## config.mk

```make
export PLATFORM = sky130hd
export DESIGN_NAME = ln_stats_engine
export DESIGN_NICKNAME = d
export VERILOG_FILES = /design/src/rtl/npu_pkg.sv /design/src/rtl/ln_var_calc.sv /design/src/rtl/ln_stats_engine.sv
export SDC_FILE = /design/constraint.sdc
export NUM_CORES = 1
export LEC_CHECK = 0
export CORE_MARGIN = 2
export CORE_UTILIZATION = 60
export CTS_CLUSTER_SIZE = 16
export DETAILED_ROUTE_END_ITERATION = 16
export DONT_BUFFER_PORTS = 1
export PLACE_DENSITY = 0.76
export SKIP_CTS_REPAIR_TIMING = 1
export SYNTH_ARGS = -nofsm -noshare
export SYNTH_HDL_FRONTEND = slang
export SYNTH_SLANG_ARGS = --single-unit
export TNS_END_PERCENT = 100
```

## constraint.sdc

```tcl
create_clock -name clk -period 22.2 [get_ports clk]
set_input_delay 5.55 -clock clk [delete_from_list [all_inputs] [get_ports clk]]
set_output_delay 5.55 -clock clk [all_outputs]
set_load 0.03 [all_outputs]
```

## src/rtl/npu_pkg.sv

```systemverilog
// Shared types and constants for the layer-norm statistics engine.
package npu_pkg;

  localparam int LN_MAX_LOG2 = 8;

  typedef enum logic [2:0] {
    ST_IDLE,
    ST_ACCUM,
    ST_CALC,
    ST_LUT_WAIT,
    ST_CAPTURE,
    ST_DONE
  } ln_state_e;

  function automatic logic [3:0] clamp_len(input logic [3:0] l);
    return (l > 4'(LN_MAX_LOG2)) ? 4'(LN_MAX_LOG2) : l;
  endfunction

endpackage

```

## src/rtl/ln_var_calc.sv

```systemverilog
// Combinational mean/variance from running sums: floor mean, E[x^2] - mean^2 clamped at zero.
module ln_var_calc
  import npu_pkg::*;
(
  input  logic signed [16:0] sum_i,
  input  logic        [22:0] sumsq_i,
  input  logic        [3:0]  len_log2_i,
  output logic signed [7:0]  mean_o,
  output logic        [15:0] var_o
);

  logic signed [16:0] mean_full;
  logic        [22:0] ex2;
  logic signed [15:0] mean_ext;
  logic        [15:0] mean_sq;
  logic        [23:0] diff;

  always_comb begin
    mean_full = sum_i >>> len_log2_i;
    // The average of int8 samples always fits; saturation only guards the width.
    if (mean_full > 17'sd127) begin
      mean_o = 8'sd127;
    end else if (mean_full < -17'sd128) begin
      mean_o = -8'sd128;
    end else begin
      mean_o = mean_full[7:0];
    end
    ex2      = sumsq_i >> len_log2_i;
    mean_ext = {{8{mean_o[7]}}, mean_o};
    mean_sq  = mean_ext * mean_ext;
    diff     = {1'b0, ex2} - {8'd0, mean_sq};
    if (diff[23]) begin
      var_o = '0;
    end else if (|diff[22:16]) begin
      var_o = '1;
    end else begin
      var_o = diff[15:0];
    end
  end

endmodule

```

## src/rtl/ln_stats_engine.sv

```systemverilog
// Streams 2^len_log2 int8 elements, then reports mean, variance and 1/sqrt(var) from an external ROM.
module ln_stats_engine
  import npu_pkg::*;
(
  input  logic        clk,
  input  logic        rst_n,
  input  logic        start,
  input  logic [3:0]  len_log2,
  input  logic        abort,
  input  logic        in_valid,
  output logic        in_ready,
  input  logic [7:0]  in_data,
  output logic [7:0]  lut_addr,
  input  logic [15:0] lut_data,
  output logic        out_valid,
  input  logic        out_ready,
  output logic [7:0]  out_mean,
  output logic [15:0] out_var,
  output logic [15:0] out_rsqrt,
  output logic        busy
);

  ln_state_e          state_q, state_d;
  logic        [3:0]  len_q, len_d;
  logic signed [16:0] sum_q, sum_d;
  logic        [22:0] sumsq_q, sumsq_d;
  logic        [8:0]  count_q, count_d;
  logic        [7:0]  mean_q, mean_d;
  logic        [15:0] var_q, var_d;
  logic        [7:0]  addr_q, addr_d;
  logic        [15:0] rsqrt_q, rsqrt_d;

  logic        [7:0]  calc_mean;
  logic        [15:0] calc_var;
  logic        [8:0]  target;
  logic signed [15:0] din_ext;
  logic        [15:0] din_sq;

  ln_var_calc u_calc (
    .sum_i      (sum_q),
    .sumsq_i    (sumsq_q),
    .len_log2_i (len_q),
    .mean_o     (calc_mean),
    .var_o      (calc_var)
  );

  always_comb begin
    state_d = state_q;
    len_d   = len_q;
    sum_d   = sum_q;
    sumsq_d = sumsq_q;
    count_d = count_q;
    mean_d  = mean_q;
    var_d   = var_q;
    addr_d  = addr_q;
    rsqrt_d = rsqrt_q;
    target  = 9'd1 << len_q;
    din_ext = {{8{in_data[7]}}, in_data};
    din_sq  = din_ext * din_ext;

    if (abort) begin
      state_d = ST_IDLE;
      sum_d   = '0;
      sumsq_d = '0;
      count_d = '0;
    end else begin
      case (state_q)
        ST_IDLE: begin
          if (start) begin
            len_d   = clamp_len(len_log2);
            sum_d   = '0;
            sumsq_d = '0;
            count_d = '0;
            state_d = ST_ACCUM;
          end
        end
        ST_ACCUM: begin
          if (in_valid) begin
            sum_d   = sum_q + {{9{in_data[7]}}, in_data};
            sumsq_d = sumsq_q + {7'd0, din_sq};
            count_d = count_q + 9'd1;
            if (count_q + 9'd1 == target) begin
              state_d = ST_CALC;
            end
          end
        end
        ST_CALC: begin
          mean_d  = calc_mean;
          var_d   = calc_var;
          addr_d  = calc_var[15:8];
          state_d = ST_LUT_WAIT;
        end
        // ROM samples the held address on this edge; data is ready for CAPTURE.
        ST_LUT_WAIT: state_d = ST_CAPTURE;
        ST_CAPTURE: begin
          rsqrt_d = lut_data;
          state_d = ST_DONE;
        end
        ST_DONE: begin
          if (out_ready) begin
            state_d = ST_IDLE;
          end
        end
        default: state_d = ST_IDLE;
      endcase
    end
  end

  always_ff @(posedge clk or negedge rst_n) begin
    if (!rst_n) begin
      state_q <= ST_IDLE;
      len_q   <= '0;
      sum_q   <= '0;
      sumsq_q <= '0;
      count_q <= '0;
      mean_q  <= '0;
      var_q   <= '0;
      addr_q  <= '0;
      rsqrt_q <= '0;
    end else begin
      state_q <= state_d;
      len_q   <= len_d;
      sum_q   <= sum_d;
      sumsq_q <= sumsq_d;
      count_q <= count_d;
      mean_q  <= mean_d;
      var_q   <= var_d;
      addr_q  <= addr_d;
      rsqrt_q <= rsqrt_d;
    end
  end

  assign in_ready  = (state_q == ST_ACCUM);
  assign out_valid = (state_q == ST_DONE);
  assign busy      = (state_q != ST_IDLE);
  assign out_mean  = mean_q;
  assign out_var   = var_q;
  assign out_rsqrt = rsqrt_q;
  assign lut_addr  = addr_q;

endmodule

```

Yosys cells after proc, flatten, opt, wreduce, memory -nomap -nowiden
Index checks and enable logic that the tools add are counted.
- add/subtract/negate cells: 4
- multiply operators: 2
- divide/modulo/power cells: 0
- magnitude comparators: 3
- equality and inequality tests: 10
- shifts and indexed selects: 3
- muxes and demuxes: 23
- bitwise gates (word level): 1
- reductions and logical operators: 9
- operators with widths (cell ; number):
    23-bit two-way mux ; 3
    17-bit two-way mux ; 3
    23-bit one-hot mux with 2 select lines ; 1
    17-bit one-hot mux with 2 select lines ; 1
    8-bit by 8-bit multiplier with 16-bit output ; 2
    16-bit two-way mux ; 2
    9-bit two-way mux ; 3
    23-bit by 16-bit subtractor with 24-bit output ; 1
    23-bit by 16-bit adder with 23-bit output ; 1
    23-bit by 4-bit >> shifter with 23-bit output ; 1
    3-bit one-hot mux with 6 select lines ; 1
    9-bit one-hot mux with 2 select lines ; 1
    17-bit adder ; 1
    17-bit by 8-bit > comparator with 1-bit output, second input constant ; 1
    17-bit by 8-bit < comparator with 1-bit output, second input constant ; 1
    17-bit by 4-bit >>> shifter with 17-bit output ; 1
    8-bit two-way mux ; 2
    3-bit two-way mux ; 5
    9-bit by 1-bit adder with 9-bit output, second input constant ; 1
    9-bit equality test ; 1
    1-bit by 4-bit left shift with 9-bit output, first input constant ; 1
    7-bit OR reduction ; 1
    3-bit by 2-bit equality test with 1-bit output, second input constant ; 2
    3-bit equality test, second input constant ; 2
    other kinds (11) ; 16
- flip-flop bits (word level): 104
- latch bits: 0
- memory bits (writable): 0
- ROM bits: 0
- input bits: 34
- output and inout port bits: 51
- logic and storage cells: 64
- memories: 0

Depth between registers and ports, before layout
Gate-level depths: netlist (run 1).
- depth after elaboration: 9
- depth in mapped cells: 37
- mapped depth without buffers: 33

Cells and area by module
From an unflattened synthesis (run 1), not the netlist that was laid out.
- cells, all modules: 1479
- area total of the unflattened synthesis: 12911.1 um^2
- modules (own cells, without submodules) (module ; instances ; cells each ; area each (um^2) ; sequential area each (um^2)):
    ln_stats_engine ; 1 ; 823 ; 7766.2 ; 2402.3
    ln_var_calc ; 1 ; 656 ; 5144.9 ; 0.0

Worst setup path before layout (run 1)
No wires, ideal clock.
- path type: input-to-reg
- start point: input port in_data[7]
- end point: register sumsq_q[21]
- library setup time: 0.125 ns
- data arrival time: 10.556 ns
- required time: 22.075 ns
- slack: 11.520 ns
- cell stages on the path: 22
- buffers on the path: 1
- cell sequence: clkbuf_1 > and2_1 > fa_1 > fa_1 > inv_1 > fa_1 > inv_1 > fa_1 > ha_1 > inv_1 > o21bai_1 > a21oi_1 > o21bai_1 > and4_1 > nor3_1 > xnor2_1 > ha_1 > or3_1 > a211o_1 > a31oi_1 > a211oi_1 > mux2_2
- word-level cells in the longest chain between the ends: 5
- RTL lines (element ; line ; text):
    start, declared ; ln_stats_engine.sv:12 ; input logic [7:0] in_data,
    8-bit by 8-bit multiplier with 16-bit output ; ln_stats_engine.sv:59 ; din_sq = din_ext * din_ext;
    23-bit by 16-bit adder with 23-bit output ; ln_stats_engine.sv:80 ; sumsq_d = sumsq_q + {7'd0, din_sq};
    23-bit two-way mux ; ln_stats_engine.sv:78 ; if (in_valid) begin
    23-bit one-hot mux with 2 select lines ; ln_stats_engine.sv:67 ; case (state_q)
    23-bit two-way mux ; ln_stats_engine.sv:61 ; if (abort) begin
    end signal, assigned ; ln_stats_engine.sv:124 ; sumsq_q <= sumsq_d;
    end, declared ; ln_stats_engine.sv:26 ; logic [22:0] sumsq_q, sumsq_d;
No other way between the ends. The select of a mux whose other input is x is not followed.
A chain may end at the register's enable or synchronous reset.

Worst setup path after layout (run 1)
- start point: input port in_data[1]
- end point: register sumsq_q[18]
Same word-level chain as after synthesis.

==> impl_metrics.toml, run 1 <==
[run_status]
outcome = "finished clean"

[finish]
multi_input_area_um2 = 9543
fin_nets = 1646
layout_commonest_cell = "inv_1"
antennaDiodeCount = 0
areaGrowthSynthToFinish_pct = 2.814
final_cell_mix = "163 x inv_1, 141 x nand2_1, 106 x ha_1"
regArea_um2 = 2404
n_fill_cell = 1772
drive_gt1_share_pct = 7.876

[die]
die_x_um = 150.9
die_h_um = 150.9
core_area_um2 = 21090
die_area_um2 = 22760
rows = 53
ios = 85
start_util_pct = 61.36

[cts]
cts_htree_levels = 3
root_buffer = "clkbuf_16"
clock_latency_ns = 0.37
clock-sinks = 96
cts_tree = "yes"
clockBufferDepth = 2
cts_buffers = 9
clk_pin_slew_ns = 0.09

[worst_setup_path]
critPathLaunch = "in_data[1]"
path_class = "primary input to flop"
critPathMaxFanout = 9
required_ns = 22.49
start_kind = "primary input"
timing.rr.start = "len_q[0]$_DFFE_PN0P_"
arrival_ns = 10.93
crit_path_end_kind = "flop"

[sta]
period_share_pct = 47.92
fin_setup_tns_ns = 0
period_minus_slack_ns = 10.64
fmax_mhz = 94.00
slew_viol_final = 0
relSlewSlack_pct = 24.46
finClkSkew_ns = 0.01782
tightestPinTransition_ns = 1.130
rsz0062_at_grt = "no"
setup_violations = 0
final-hold-violation-count = 0

[route]
wl_mm = 28.73
vias = 10451
ant_nets = 0
first_pass_iters = 7
avgRoutedWirePerCell_um = 16.93
drc = 0
drt-initial-drc-count = 681
vias_per_cell = 6.159

[yosys]
ys_ff_latch = 96
synth_edf_count = 0
ys_seq_area_share_pct = 18.57
synth_warnings = 0
synth-main-ff-cell = "dfrtp_1"
synth_area_um2 = 12940
async_flop_share_pct = 100.0
synthesis.nets = 1699
ys_types = 86
syn_avg_cell_area_um2 = 8.803
syn_inst = 1470

[flow_run]
maxCapViolations = 0

[global_route]
grt_pass1_vias = 10032
grt_pass1_wl_mm = 48.34
gr-usage-all-layers_pct = 26.21
gr-total-overflow = 0
antenna_found_initial = 0
grt_start_max_net_pins = 97

[place]
routabilityCongestion = 0.9171
hpwlAfterDp_mm = 22.88
io_buffers = 0

[worst_hold_path]
min-delay-start = "count_q[8]$_DFFE_PN0P_"
hp-class = "flop to flop"
[synth_stat cells, types with 15 or more instances]
cell | n | area, um2
ha_1 | 106 | 1326
a31oi_1 | 18 | 112.6
mux4_2 | 20 | 450.4
inv_1 | 163 | 611.8
nor2b_1 | 15 | 93.84
mux2_2 | 33 | 371.6
xnor2_1 | 51 | 446.7
dfrtp_1 | 96 | 2402
nand3_1 | 34 | 170.2
a21o_1 | 18 | 135.1
nand2b_1 | 19 | 118.9
a22o_1 | 23 | 201.4
a21oi_1 | 69 | 345.3
clkbuf_1 | 38 | 142.6
nor3_1 | 30 | 150.1
nand4_1 | 27 | 168.9
and2_1 | 21 | 131.4
mux2i_1 | 37 | 370.4
xor2_1 | 31 | 271.5
nand2_1 | 141 | 529.3
o21ai_0 | 91 | 455.4
nor2_1 | 87 | 326.6
fa_1 | 89 | 1782
[critical path: stages]
cell      delay, ns
inv_1          0.15
nor2_1         0.07
ha_1           0.30
a21oi_1        0.08
fa_1           0.50
inv_1          0.04
ha_1           0.27
inv_1          0.05
fa_1           0.52
inv_1          0.07
fa_1           0.45
a21o_1         0.19
a21oi_1        0.21
o21bai_1       0.09
a21oi_1        0.25
o21bai_1       0.09
a21oi_1        0.24
xnor2_1        0.10
ha_1           0.38
nand4_1        0.16
o22a_1         0.22
o211ai_1       0.15
nand2_1        0.17
or4_1          0.51
nand3_1        0.10
[per-stage QoR]
stage	hold WS (ns)	cells	worst slack (ns)	util, %	cell area [um2]
after floorplan	0.4663	1470	11.52	-	12940
after global placement	0.4960	1681	11.41	61.61	12990
after detailed placement	0.5059	1681	11.23	61.61	12990
after CTS	0.5242	1697	11.58	63.09	13300
after global routing	0.5568	1697	11.17	63.09	13300
final	0.5232	1697	11.56	63.09	13300
[kinds of logic (layout without fill, tap and decap cells)]
kind of cell,Yosys count,count (layout),share of synthesized area (%)
compound gates,330,330,17.63
xor+xnor,82,82,5.550
fa+ha+maj,195,195,24.02
buf+inv,242,194,7.813
flops,96,96,18.57
mux,95,95,10.23
simple gates,430,430,16.20
[final cells by class]
cell class / instances / share of cell area (%)
clock buffer: 9 / 1.693
clock inverter: 7 / 0.6489
inverter: 169 / 4.768
multi-input combinational: 1132 / 71.73
sequential: 96 / 18.07
tap: 275 / 2.586
timing repair buffer: 9 / 0.5079
[metal layers]
layer  up-vias  routed length, um  GRT usage [%]
li1       5054                  -              -
met2       283              13950          44.75
met3        37               1369          2.530
met4         0                661          8.411
met1      5077              12750          35.30
met5         -                  0              0
[sequential cells by signal, indices dropped and copies added (netlist names)]
signal and cells:
out_mean 8, sum_q 17, state_q 3, out_var 16, sumsq_q 23, out_rsqrt 16, len_q 4, count_q 9
[path summary, 6_finish.rpt]
path | end | slack (ns) | depth (start not counted)
max | sumsq_q[18]$_DFFE_PN0P_ | 11.56 | 25
min | count_q[8]$_DFFE_PN0P_ | 0.52 | 2
max reg2reg | out_var[11]$_DFFE_PN0P_ | 12.01 | 30
min reg2reg | count_q[8]$_DFFE_PN0P_ | 0.52 | 2
max in group asynchronous | sum_q[15]$_DFFE_PN0P_ | 17.18 | 0
min in group asynchronous | out_rsqrt[11]$_DFFE_PN0P_ | 4.87 | 0
Power of run 1 is not shown: default switching activity piles up to over one toggle a cycle in this logic, so the estimate is an artifact.
==> run 2: changes to the inputs <==
- clock period: 22.2 -> 10.43 ns (I/O delays scaled with it)
==> run 2 against run 1 <==
  * Flip-flop and latch count is the same
  * Core utilization is 0.20 points higher
  * First-iteration DRC count shrank 1.9%
  * Wire length up 1.9%
  * Hold slack improved by 0.016 ns
  * Register-to-register slack got worse by 11 ns
  * Critical path depth rose by 6
  * Sequential share of layout area decreased by 0.058 points
  * Clock-buffer cell count unchanged
  * Via count down 0.27%
==> impl_metrics.toml, run 2 (synthesized netlist as in run 1, its figures left out) <==
[run_status]
outcome = "finished clean"

[finish]
fin_nets = 1650
multi_input_area_um2 = 9543
antennaDiodeCount = 0
n_fill_cell = 1786
top_regs = "sumsq_q x23, sum_q x17"
fin_util_pct = 63.29
areaGrowthSynthToFinish_pct = 3.143
top_register = "sumsq_q"
layout_commonest_cell = "inv_1"
largest_register_ffs = 23
drive_gt1_share_pct = 8.135
regArea_um2 = 2404
final_cell_mix = "163 x inv_1, 141 x nand2_1, 106 x ha_1"

[sta]
fin_setup_tns_ns = 0
fmax_mhz = 103.7
tightestPinTransition_ns = 1.167
slew_viol_final = 0
setup_violations = 0
relSlewSlack_pct = 21.97
rsz0062_at_grt = "no"
setup_ws_ns = 0.7896
finClkSkew_ns = 0.01088
final-hold-violation-count = 0
period_minus_slack_ns = 9.640
period_share_pct = 92.43

[cts]
clock_latency_ns = 0.36
clock-sinks = 96
cts_htree_levels = 3
cts_buffers = 9
cts_tree = "yes"
clk_pin_slew_ns = 0.07
root_buffer = "clkbuf_16"
clockBufferDepth = 2

[global_route]
gr-usage-all-layers_pct = 26.78
grt_start_max_net_pins = 97
gr-total-overflow = 0
grt_pass1_wl_mm = 49.60
antenna_found_initial = 0
grt_pass1_vias = 10285

[die]
start_util_pct = 61.36
die_x_um = 150.9
die_area_um2 = 22760
ios = 85
die_h_um = 150.9
core_area_um2 = 21090
rows = 53

[place]
hpwlAfterDp_mm = 23.15
dp_slack_ns = 0.6302
io_buffers = 0
routabilityCongestion = 0.9604

[worst_setup_path]
start_kind = "flop"
slowest_stage = "dfrtp_2"
arrival_ns = 9.88
path_common_cell = "fa_1"
crit_path_end_kind = "flop"
critPathMaxFanout = 36
slowest_delay_ns = 0.89
path_class = "flop to flop"
required_ns = 10.67

[route]
wl_mm = 29.29
first_pass_iters = 5
vias_per_cell = 6.128
avgRoutedWirePerCell_um = 17.22
drt-initial-drc-count = 668
ant_nets = 0
vias = 10423
drc = 0

[worst_hold_path]
hp-class = "flop to flop"

[flow_run]
maxCapViolations = 0
[run 2: changes by cell type in the layout (fill, tap and decap cells not counted), sizes merged]
| cell | previous run | this run |
|---|---|---|
| inv | 170 | 169 |
| clkinv | 6 | 7 |
| buf | 9 | 13 |
[run 2: area by class of cell]
type | count | share of cell area, %
clock inverters | 7 | 0.6469
repair buffers | 13 | 0.8250
multi-input cells | 1132 | 71.50
inverters | 169 | 4.753
flip-flops and latches | 96 | 18.01
clock buffers | 9 | 1.687
well taps | 275 | 2.578
[run 2: worst paths after layout]
| kind | start | end | slack [ns] | cells past startpoint |
|---|---|---|---|---|
| max | len_q[0]$_DFFE_PN0P_ | out_var[12]$_DFFE_PN0P_ | 0.79 | 31 |
| min | count_q[8]$_DFFE_PN0P_ | count_q[8]$_DFFE_PN0P_ | 0.54 | 2 |
| max reg2reg | len_q[0]$_DFFE_PN0P_ | out_var[12]$_DFFE_PN0P_ | 0.79 | 31 |
| min reg2reg | count_q[8]$_DFFE_PN0P_ | count_q[8]$_DFFE_PN0P_ | 0.54 | 2 |
| max in group asynchronous | rst_n | sum_q[0]$_DFFE_PN0P_ | 8.35 | 0 |
| min in group asynchronous | rst_n | out_rsqrt[4]$_DFFE_PN0P_ | 1.93 | 0 |
[run 2: metrics by stage]
step | std cells | hold WS, ns | cell area, um2
floorplan | 1470 | 0.4663 | 12940
global placement | 1684 | 0.4971 | 13020
detailed placement | 1684 | 0.5202 | 13020
CTS | 1700 | 0.5317 | 13330
global route | 1701 | 0.5817 | 13350
finish | 1701 | 0.5394 | 13350
[run 2: critical path: cells and delay by family (launching register included)]
| kind | cells | cell delay, ns |
|---|---|---|
| multiplexers | 2 | 0.94 |
| buffers and inverters | 4 | 0.41 |
| adder cells (fa/ha/maj) | 6 | 2.73 |
| AO/OA/AOI/OAI | 13 | 3.42 |
| flip-flops | 1 | 0.89 |
| AND/OR/NAND/NOR | 6 | 1.10 |
[run 2: per-layer routing]
layer  part of all wire (%)  GRT usage (%)  vias up  wire [um]
met5                      0              0        -          0
met4                    1.7          7.430        0        506
met3                    4.6          3.253       38       1341
met2                     49          46.00      271      14450
met1                     44          35.89     5055      12990
li1                       -              -     5059          -
Power of run 2 is left out for the same reason.
==> run 3: changes to the inputs <==
--- a/config.mk
+++ b/config.mk
@@ -8,4 +8,5 @@
 export CORE_MARGIN = 2
 export CORE_UTILIZATION = 60
+export CTS_BUF_LIST = sky130_fd_sc_hd__clkbuf_8
 export CTS_CLUSTER_SIZE = 16
 export DETAILED_ROUTE_END_ITERATION = 16
==> constraint.sdc (replaced) <==
create_clock -name clk -period 10.43 [get_ports clk]
set_input_delay 2.086 -clock clk [delete_from_list [all_inputs] [get_ports clk]]
set_output_delay 2.086 -clock clk [all_outputs]
set_load 0.03 [all_outputs]
==> run 3 against run 2 <==
  * Clock-buffer cell count unchanged
  * Clock skew up 0.0022 ns
  * First-iteration DRC count up 5.4%
  * Highest routed layer unchanged
  * Register-to-register slack worse by 0.07 ns
  * Critical path type unchanged
  * Setup slack worse by 0.075 ns
==> impl_metrics.toml, run 3 (synthesized netlist as in run 1, its figures left out) <==
[sta]
slew_viol_final = 0
fmax_mhz = 102.9
hold_slack_ns = 0.5475
fin_setup_tns_ns = 0
relSlewSlack_pct = 20.67
setup_ws_ns = 0.7150
rsz0062_at_grt = "no"
final-hold-violation-count = 0
period_share_pct = 93.15
setup_violations = 0
tightestPinTransition_ns = 1.186
period_minus_slack_ns = 9.715
finClkSkew_ns = 0.01306

[die]
core_area_um2 = 21090
ios = 85
die_x_um = 150.9
rows = 53
die_h_um = 150.9
start_util_pct = 61.36
die_area_um2 = 22760

[worst_setup_path]
path_class = "flop to flop"
arrival_ns = 10.00
crit_buf_inv = 3
slowest_stage = "dfrtp_4"
slowest_delay_ns = 0.75
cp_top_family = "compound AO/OA/AOI/OAI gates"
required_ns = 10.72
critPathMaxFanout = 36
rr_worst_depth = 30
cp.depth = 30
start_kind = "flop"
path_common_cell = "fa_1"
crit_path_end_kind = "flop"

[route]
first_pass_iters = 5
drc = 0
vias = 10457
ant_nets = 0
vias_per_cell = 6.151
wl_mm = 29.26
drt-initial-drc-count = 704
avgRoutedWirePerCell_um = 17.21

[global_route]
antenna_found_initial = 0
grt_start_max_net_pins = 97
gr-total-overflow = 0
grt_pass1_vias = 10236
gr-usage-all-layers_pct = 26.67
grt_pass1_wl_mm = 49.47

[flow_run]
maxCapViolations = 0

[cts]
clock_latency_ns = 0.40
root_buffer = "clkbuf_8"
clockBufferDepth = 2
clock-sinks = 96
clk_pin_slew_ns = 0.10
cts_htree_levels = 3
cts_tree = "yes"
cts_buffers = 9

[finish]
n_fill_cell = 1815
largest_register_ffs = 23
final_cell_mix = "163 x inv_1, 141 x nand2_1, 106 x ha_1"
instances_no_fill = 1700
top_register = "sumsq_q"
areaGrowthSynthToFinish_pct = 2.224
fin_nets = 1649
antennaDiodeCount = 0
layout_commonest_cell = "inv_1"
top_regs = "sumsq_q x23, sum_q x17"
drive_gt1_share_pct = 8.070

[place]
placed_cells = 1684
routabilityCongestion = 0.9604
dp_slack_ns = 0.6302
hpwlAfterDp_mm = 23.15
io_buffers = 0

[worst_hold_path]
hp-class = "flop to flop"
worstHoldPathCells = 2

[run_status]
outcome = "finished clean"
run 3: through the flow:
stage	instance area (um2)	util [%]
floorplan	12940	-
global placement	13020	61.72
detailed placement	13020	61.72
CTS	13230	62.72
global route	13230	62.73
finish	13230	62.73
run 3: routing by layer:
layer	vias to the layer above	GRT usage [%]	part of all wire (%)
met4	0	7.757	2.0
met1	5065	35.97	45
met2	292	45.27	49
met5	-	0	0
met3	52	3.373	4.6
li1	5048	-	-
run 3: cell type report:
cell class	count	area, um2	area share (%)
multi-input cells	1132	9543	72.14
clock buffers	9	123.9	0.9364
inverters	169	634.4	4.796
repair buffers	12	90.09	0.6810
well taps	275	344.1	2.601
flip-flops and latches	96	2406	18.19
clock inverters	7	86.33	0.6527
run 3: final timing paths:
path | from | slack (ns) | end
setup / recovery | len_q[0]$_DFFE_PN0P_ | 0.71 | out_var[15]$_DFFE_PN0P_
hold / removal | count_q[8]$_DFFE_PN0P_ | 0.55 | count_q[8]$_DFFE_PN0P_
setup reg to reg | len_q[0]$_DFFE_PN0P_ | 0.71 | out_var[15]$_DFFE_PN0P_
hold reg to reg | count_q[8]$_DFFE_PN0P_ | 0.55 | count_q[8]$_DFFE_PN0P_
max in group asynchronous | rst_n | 8.92 | sum_q[0]$_DFFE_PN0P_
min in group asynchronous | rst_n | 1.36 | out_rsqrt[4]$_DFFE_PN0P_
run 3: worst min-delay path, delay by kind of cell, from the launching register on:
kind | cells | cell delay, ns
simple gates | 1 | 0.06
compound gates | 1 | 0.07
flops | 1 | 0.39
Power of run 3 is left out for the same reason.
